===== config.mk =====
export PLATFORM = sky130hd
export DESIGN_NAME = bram_read_scheduler
export DESIGN_NICKNAME = d
export VERILOG_FILES = /design/src/rtl/bram_read_scheduler.sv
export SDC_FILE = /design/constraint.sdc
export NUM_CORES = 1
export LEC_CHECK = 0
export ABC_AREA = 1
export CELL_PAD_IN_SITES_DETAIL_PLACEMENT = 2
export CELL_PAD_IN_SITES_GLOBAL_PLACEMENT = 2
export CORE_ASPECT_RATIO = 0.5
export CORE_MARGIN = 2
export CORE_UTILIZATION = 26
export CTS_CLUSTER_SIZE = 28
export DETAILED_ROUTE_END_ITERATION = 10
export PLACE_DENSITY = 0.87
export SYNTH_ARGS = -nofsm -noshare
export SYNTH_HDL_FRONTEND = slang
export SYNTH_SLANG_ARGS = --single-unit
export TNS_END_PERCENT = 50

===== constraint.sdc =====
create_clock -name clk -period 2.9 [get_ports clk]
set_clock_uncertainty 0.1 [all_clocks]
set_input_delay 0.29 -clock clk [delete_from_list [all_inputs] [get_ports clk]]
set_output_delay 0.29 -clock clk [all_outputs]
set_load 0.01 [all_outputs]

===== src/rtl/bram_read_scheduler.sv =====
`default_nettype none
// ============================================================================
//  Module      : bram_read_scheduler
//  Description : Shares one read-only parameter BRAM between N_CLIENTS loader
//                clients. Clients are served one at a time in round-robin
//                order. The scheduler issues one read per cycle, absorbs the
//                fixed BRAM read latency, and returns each word tagged with
//                the client id and the word index. It then pulses the
//                client's done.
//  Ports       : clk, rst_n          - clock, asynchronous active-low reset
//                i_req/i_req_base/i_req_len - per-client level request,
//                                      base address and word count
//                o_grant             - one-hot owner of the current transfer
//                o_bram_en/o_bram_ren/o_bram_addr, i_bram_dout - BRAM port
//                o_rd_valid/o_rd_data/o_rd_id/o_rd_index - returned words
//                o_done              - one-cycle pulse per completed client
//                o_busy              - scheduler not idle
//  Revision    : 1.0 - initial release
// ============================================================================
module bram_read_scheduler #(
    parameter int N_CLIENTS  = 4,
    parameter int ADDR_WIDTH = 18,
    parameter int LEN_W      = 18,
    parameter int W          = 8,
    parameter int RD_LAT     = 2
) (
    input  logic                           clk,
    input  logic                           rst_n,
    input  logic [N_CLIENTS-1:0]           i_req,
    input  logic [N_CLIENTS*ADDR_WIDTH-1:0] i_req_base,
    input  logic [N_CLIENTS*LEN_W-1:0]     i_req_len,
    output logic [N_CLIENTS-1:0]           o_grant,
    output logic                           o_bram_en,
    output logic                           o_bram_ren,
    output logic [ADDR_WIDTH-1:0]          o_bram_addr,
    input  logic [W-1:0]                   i_bram_dout,
    output logic                           o_rd_valid,
    output logic [W-1:0]                   o_rd_data,
    output logic [$clog2(N_CLIENTS)-1:0]   o_rd_id,
    output logic [LEN_W-1:0]               o_rd_index,
    output logic [N_CLIENTS-1:0]           o_done,
    output logic                           o_busy
);

    localparam int ID_W = $clog2(N_CLIENTS);

    localparam logic [LEN_W:0]         c_ONE_LEN   = 1;
    localparam logic [ADDR_WIDTH-1:0]  c_ONE_ADDR  = 1;
    localparam logic [ID_W-1:0]        c_ONE_ID    = 1;
    localparam logic [N_CLIENTS-1:0]   c_ONE_GRANT = 1;
    localparam logic [ID_W-1:0]        c_LAST_ID   = ID_W'(N_CLIENTS - 1);

    typedef enum logic [1:0] {
        S_IDLE   = 2'd0,
        S_ISSUE  = 2'd1,
        S_DRAIN  = 2'd2,
        S_FINISH = 2'd3
    } state_t;

    state_t                 r_state;
    logic [ID_W-1:0]        r_rr_ptr;
    logic [ID_W-1:0]        r_owner;
    // Counters are one bit wider than the length field so that a length of
    // 2^LEN_W-1 can be counted up to without wrapping.
    logic [LEN_W:0]         r_len;
    logic [LEN_W:0]         r_iss_cnt;
    logic [LEN_W:0]         r_ret_cnt;
    // One bit per cycle of BRAM latency; the top bit marks a valid bram_dout.
    logic [RD_LAT-1:0]      r_pipe;
    logic [N_CLIENTS-1:0]   r_grant;
    logic [N_CLIENTS-1:0]   r_done;
    logic                   r_en;
    logic                   r_ren;
    logic [ADDR_WIDTH-1:0]  r_addr;
    logic                   r_rd_valid;
    logic [W-1:0]           r_rd_data;
    logic [ID_W-1:0]        r_rd_id;
    logic [LEN_W-1:0]       r_rd_index;

    logic                   w_found;
    logic [ID_W-1:0]        w_win;
    logic [ID_W-1:0]        w_scan_idx;
    logic [ADDR_WIDTH-1:0]  w_win_base;
    logic [LEN_W-1:0]       w_win_len;
    logic [ID_W-1:0]        w_next_ptr;

    // Round-robin scan: the first requester at or after r_rr_ptr, with
    // wrap-around, wins.
    always_comb begin
        w_found    = 1'b0;
        w_win      = '0;
        w_scan_idx = '0;
        for (int i = 0; i < N_CLIENTS; i++) begin
            w_scan_idx = ID_W'((int'(r_rr_ptr) + i) % N_CLIENTS);
            if (!w_found && i_req[w_scan_idx]) begin
                w_found = 1'b1;
                w_win   = w_scan_idx;
            end
        end
    end

    assign w_win_base = i_req_base[int'(w_win)*ADDR_WIDTH +: ADDR_WIDTH];
    assign w_win_len  = i_req_len[int'(w_win)*LEN_W +: LEN_W];
    assign w_next_ptr = (r_owner == c_LAST_ID) ? '0 : r_owner + c_ONE_ID;

    always_ff @(posedge clk or negedge rst_n) begin
        if (!rst_n) begin
            r_state    <= S_IDLE;
            r_rr_ptr   <= '0;
            r_owner    <= '0;
            r_len      <= '0;
            r_iss_cnt  <= '0;
            r_ret_cnt  <= '0;
            r_pipe     <= '0;
            r_grant    <= '0;
            r_done     <= '0;
            r_en       <= 1'b0;
            r_ren      <= 1'b0;
            r_addr     <= '0;
            r_rd_valid <= 1'b0;
            r_rd_data  <= '0;
            r_rd_id    <= '0;
            r_rd_index <= '0;
        end else begin
            // Return path. The word for an address is on bram_dout when the
            // matching token reaches the top of r_pipe. It is registered on
            // the following edge.
            r_pipe[0] <= r_ren;
            for (int i = 1; i < RD_LAT; i++) begin
                r_pipe[i] <= r_pipe[i-1];
            end
            r_rd_valid <= r_pipe[RD_LAT-1];
            if (r_pipe[RD_LAT-1]) begin
                r_rd_data  <= i_bram_dout;
                r_rd_index <= r_ret_cnt[LEN_W-1:0];
                r_rd_id    <= r_owner;
                r_ret_cnt  <= r_ret_cnt + c_ONE_LEN;
            end

            r_done <= '0;

            case (r_state)
                S_IDLE: begin
                    if (w_found) begin
                        r_owner   <= w_win;
                        r_grant   <= c_ONE_GRANT << w_win;
                        r_addr    <= w_win_base;
                        r_len     <= {1'b0, w_win_len};
                        r_iss_cnt <= c_ONE_LEN;
                        r_ret_cnt <= '0;
                        // A zero-length request holds grant for one cycle
                        // but never touches the BRAM.
                        r_en      <= (w_win_len != '0);
                        r_ren     <= (w_win_len != '0);
                        r_state   <= S_ISSUE;
                    end
                end

                S_ISSUE: begin
                    if (r_len == '0) begin
                        r_done   <= r_grant;
                        r_grant  <= '0;
                        r_en     <= 1'b0;
                        r_ren    <= 1'b0;
                        r_rr_ptr <= w_next_ptr;
                        r_state  <= S_FINISH;
                    end else if (r_iss_cnt == r_len) begin
                        // Last address is on the bus this cycle. Keep the
                        // BRAM enabled while the outstanding words drain.
                        r_ren   <= 1'b0;
                        r_state <= S_DRAIN;
                    end else begin
                        r_addr    <= r_addr + c_ONE_ADDR;
                        r_iss_cnt <= r_iss_cnt + c_ONE_LEN;
                    end
                end

                S_DRAIN: begin
                    // The last word is on rd_data this cycle. Done lands on
                    // the following cycle.
                    if (r_rd_valid && (r_ret_cnt == r_len)) begin
                        r_done   <= r_grant;
                        r_grant  <= '0;
                        r_en     <= 1'b0;
                        r_rr_ptr <= w_next_ptr;
                        r_state  <= S_FINISH;
                    end
                end

                S_FINISH: begin
                    r_state <= S_IDLE;
                end

                default: begin
                    r_state <= S_IDLE;
                end
            endcase
        end
    end

    assign o_grant     = r_grant;
    assign o_bram_en   = r_en;
    assign o_bram_ren  = r_ren;
    assign o_bram_addr = r_addr;
    assign o_rd_valid  = r_rd_valid;
    assign o_rd_data   = r_rd_data;
    assign o_rd_id     = r_rd_id;
    assign o_rd_index  = r_rd_index;
    assign o_done      = r_done;
    assign o_busy      = (r_state != S_IDLE);

endmodule
`default_nettype wire

==> impl_results.html <==
<table>
<tr><th>Metric</th><th>Value</th></tr>
<tr><th colspan="2">Timing</th></tr>
<tr><td>Peak Freq</td><td>roughly 370 MHz</td></tr>
<tr><td>Final-report hold violation count</td><td>0</td></tr>
<tr><td>Slew HR</td><td>55.61%</td></tr>
<tr><td>Slew Viols, Final</td><td>0</td></tr>
<tr><td>Final period utilization</td><td>93.08%</td></tr>
<tr><td>Slew at the pin closest to its max-slew limit</td><td>660.8 ps</td></tr>
<tr><td>Final-layout setup total negative slack</td><td>0 ps</td></tr>
<tr><td>Minimum period implied by the final worst setup slack</td><td>2699 ps</td></tr>
<tr><td>Number of setup violations in the final report</td><td>0</td></tr>
<tr><th colspan="2">Die</th></tr>
<tr><td>Starting density of the core</td><td>26.55%</td></tr>
<tr><td>Core outline area</td><td>29,120 sq um</td></tr>
<tr><td>Die footprint</td><td>between 30,000 and 40,000 sq um</td></tr>
<tr><td>Width of the die</td><td>247.9 um</td></tr>
<tr><td>Row Count</td><td>44</td></tr>
<tr><td>Die height</td><td>125.9 um</td></tr>
<tr><td>Top-Level Pins</td><td>216</td></tr>
<tr><th colspan="2">Yosys</th></tr>
<tr><td>Mean instance size in the synthesized netlist</td><td>7.081 sq um</td></tr>
<tr><td>Ys async rst share</td><td>100.0%</td></tr>
<tr><td>Cell variety after synth</td><td>39</td></tr>
<tr><td>Syn Std Cell Area</td><td>7732 sq um</td></tr>
<tr><td>Net Count, Synth</td><td>1,258</td></tr>
<tr><td>Predominant post-synthesis flop cell</td><td>dfrtp_1</td></tr>
<tr><td>#FFs+latches synth</td><td>about 120</td></tr>
<tr><td>Instance count of the mapped netlist</td><td>1,092</td></tr>
<tr><td>Sequential fraction of the synthesis area</td><td>39.16%</td></tr>
<tr><td>Number of flops mapped to enable cells by yosys</td><td>0</td></tr>
<tr><td>Warnings from Yosys</td><td>0</td></tr>
<tr><th colspan="2">Power and ir drop</th></tr>
<tr><td>Sequential cell fraction of total power</td><td>21.1%</td></tr>
<tr><td>Sw frac</td><td>between 50% and 60%</td></tr>
<tr><td>Power density over the cells</td><td>1192 nW/um^2</td></tr>
<tr><td>Int Pwr</td><td>about 6300 uW</td></tr>
<tr><td>Max VDD drop</td><td>0.7068 mV</td></tr>
<tr><td>Sw Pwr</td><td>roughly 6800 uW</td></tr>
<tr><td>Clk network pwr share</td><td>15.3%</td></tr>
<tr><td>Share of total power in combinational logic</td><td>63.6%</td></tr>
<tr><td>Static Leak</td><td>0.004990 uW</td></tr>
<tr><th colspan="2">Critical path</th></tr>
<tr><td>Endpoint type of the worst setup path</td><td>flop</td></tr>
<tr><td>Launch point of the critical path</td><td>r_rr_ptr[0]</td></tr>
<tr><td>Startpoint types</td><td>flop</td></tr>
<tr><td>Start of the worst register-to-register path</td><td>r_rr_ptr[0]</td></tr>
<tr><td>Maximum fanout along the worst path</td><td>18</td></tr>
<tr><td>Critical Path AT</td><td>2930 ps</td></tr>
<tr><td>Worst Path Class, Setup</td><td>flop to flop</td></tr>
<tr><td>Worst EP required</td><td>3130 ps</td></tr>
<tr><th colspan="2">Routing</th></tr>
<tr><td>Average detailed-routed wire length per instance</td><td>19.25 um</td></tr>
<tr><td>Drt via density</td><td>between 4 and 5</td></tr>
<tr><td>Number of detailed-routing iterations run before antenna repair</td><td>4</td></tr>
<tr><td>Antenna violation net count after detailed routing</td><td>0</td></tr>
<tr><td>First-iteration detailed-routing DRC count</td><td>511</td></tr>
<tr><td>DRT Wirelength</td><td>32.94 mm</td></tr>
<tr><td>Remaining DRCs</td><td>0</td></tr>
<tr><td>Via count of the routed design</td><td>8,423</td></tr>
<tr><th colspan="2">Global route</th></tr>
<tr><td>Maximum number of pins on one net before global-route repair</td><td>69</td></tr>
<tr><td>Overall routing resource usage</td><td>21.61%</td></tr>
<tr><td>Number of antenna violations at the first check in global routing</td><td>0</td></tr>
<tr><td>Aggregate global routing overflow</td><td>0</td></tr>
<tr><td>Global-route wire length before repair</td><td>52.43 mm</td></tr>
<tr><td>Number of global-route vias before repair</td><td>9,440</td></tr>
<tr><th colspan="2">Final layout</th></tr>
<tr><td>Layout Nets</td><td>1,473</td></tr>
<tr><td>Area growth from synthesis to final layout</td><td>42.59%</td></tr>
<tr><td>Number of antenna diodes</td><td>0</td></tr>
<tr><td>Proportion of layout cells with a drive suffix above 1</td><td>7.273%</td></tr>
<tr><td>Final core utilization</td><td>37.86%</td></tr>
<tr><th colspan="2">Placement</th></tr>
<tr><td>Port Buffers</td><td>215</td></tr>
<tr><td>Routability Congestion</td><td>0.8810</td></tr>
<tr><td>Post-DP HPWL</td><td>25.22 mm</td></tr>
<tr><th colspan="2">Run status</th></tr>
<tr><td>Result of the run</td><td>complete, no violations</td></tr>
<tr><th colspan="2">Clocking</th></tr>
<tr><td>Worst-case clock buffer depth</td><td>2</td></tr>
<tr><td>TritonCTS clock tree</td><td>yes</td></tr>
<tr><td>Level count of the clock H-tree</td><td>4</td></tr>
<tr><td>Worst-path clk slew</td><td>60 ps</td></tr>
<tr><td>Clk root buf</td><td>clkbuf_16</td></tr>
<tr><td>TritonCTS Buffers</td><td>17</td></tr>
<tr><td>Insertion delay to the later sink of the worst-skew pair</td><td>440 ps</td></tr>
<tr><td>Total number of clock tree sinks</td><td>121</td></tr>
<tr><th colspan="2">Job</th></tr>
<tr><td># Max-Cap Violations</td><td>0</td></tr>
<tr><th colspan="2">Hold path</th></tr>
<tr><td>Type of the worst min-delay path</td><td>primary input to asynchronous set/reset pin</td></tr>
</table>
## metal layers
metal | up-vias | routed length, um | global-route usage, %
met3 | 35 | 894 | 3.623
met1 | 4294 | 14110 | 26.04
met5 | - | 0 | 0
met4 | 0 | 589 | 6.129
met2 | 114 | 17340 | 39.46
li1 | 3980 | - | -
## cells by family after synthesis
| family | count (synthesis) | synth area share [%] |
|---|---|---|
| AO/OA/AOI/OAI | 128 | 9.838 |
| XOR/XNOR | 50 | 5.663 |
| adder cells (fa/ha/maj) | 8 | 1.295 |
| buffers and inverters | 140 | 7.816 |
| flip-flops | 121 | 39.16 |
| AND/OR/NAND/NOR | 645 | 36.23 |
## registers in the layout, summed over array words and instances, names as in the netlist, 2 cells and up
signal,cells
r_ret_cnt,19
r_owner,2
r_rr_ptr,2
r_iss_cnt,19
o_done,4
o_grant,4
r_pipe,2
o_rd_id,2
o_rd_data,8
o_rd_index,18
o_bram_addr,18
r_state,2
r_len,18
## what timing repair did
action / 4_1_cts / 5_1_grt
gates resized for setup: 0 / 13
hold endpoints to repair: 30 / 0
endpoints found under the setup margin: 0 / 9
hold buffers: 1 / 0
setup buffers: 0 / 5
## Yosys cell counts, types with 13 or more instances
master / instances / share of area (%)
clkbuf_1: 25 / 1.2
a21oi_1: 22 / 1.4
o21ai_0: 48 / 3.1
inv_1: 86 / 4.2
buf_2: 13 / 0.84
nand3_1: 29 / 1.9
a22oi_1: 13 / 1.3
nor3_1: 19 / 1.2
xor2_1: 35 / 4.0
xnor2_1: 15 / 1.7
nor2_1: 76 / 3.7
nand2_1: 426 / 21
nand4_1: 55 / 4.4
dfrtp_1: 121 / 39
## path summary, 6_finish.rpt
| check | endpoint | slack [ps] | cells after the start |
|---|---|---|---|
| max | o_bram_ren | 200 | 19 |
| min | o_rd_index[9] | 250 | 2 |
| max reg2reg | o_bram_ren | 200 | 19 |
| min reg2reg | r_pipe[1] | 270 | 0 |
| max in group asynchronous | r_rr_ptr[0] | 1690 | 3 |
| min in group clk | r_pipe[1] | 270 | 0 |
## worst max-delay path: stages (launching register included)
cell and delay, ps:
dfrtp_2 440, buf_4 180, nand2_1 110, nand3_1 90, nand2_1 120, inv_1 110
nand3_4 120, nand3_4 120, buf_12 150, clkbuf_16 170, nand2_1 60, nand2_1 70
nand2_1 80, nand2_1 80, nor2_1 110, nand2_1 70, nor2_2 140, nand3_1 110
nand2_1 90, nand2_1 60
## power groups by stage
stage	logic [uW]	clock network (uW)	registers (uW)
detailed placement	7950	0	2800
global route	9330	2130	2840
finish	8360	2010	2780
global placement	7560	0	2760
CTS	8060	2060	2780
floorplan	5070	0	2690
## layout make-up
type | count | area [sq um]
clock buffer | 18 | 429.2
clock inverter | 14 | 116.4
fill | 3328 | 18100
inverter | 92 | 357.8
multi-input combinational | 831 | 4125
sequential | 121 | 3029
tap | 391 | 489.2
timing repair buffer | 244 | 2479
## layout by cell type (no fill, tap or decap), drive strengths merged, types with 12 or more instances in the layout
master           n
a21oi           22
a22oi           13
buf             28
clkbuf          19
clkdlybuf4s50  214
dfrtp          121
inv             98
nand2          437
nand3           35
nand4           55
nor2            81
nor3            19
o21ai           54
o31ai           12
xnor2           15
xor2            35
## metrics by stage
stage | hold WS [ps] | setup WS [ps] | total power (uW) | instances | instance area [sq um]
floorplan | -105.6 | 753.0 | 7764 | 1092 | 7732
global placement | 172.4 | 213.8 | 10320 | 1672 | 10350
detailed placement | 181.5 | 7.908 | 10750 | 1672 | 10350
CTS | 251.1 | 95.47 | 12900 | 1705 | 10910
global route | 279.5 | -17.72 | 14310 | 1711 | 11030
finish | 248.6 | 200.7 | 13140 | 1711 | 11030
Power figures use the tool's default switching activity.
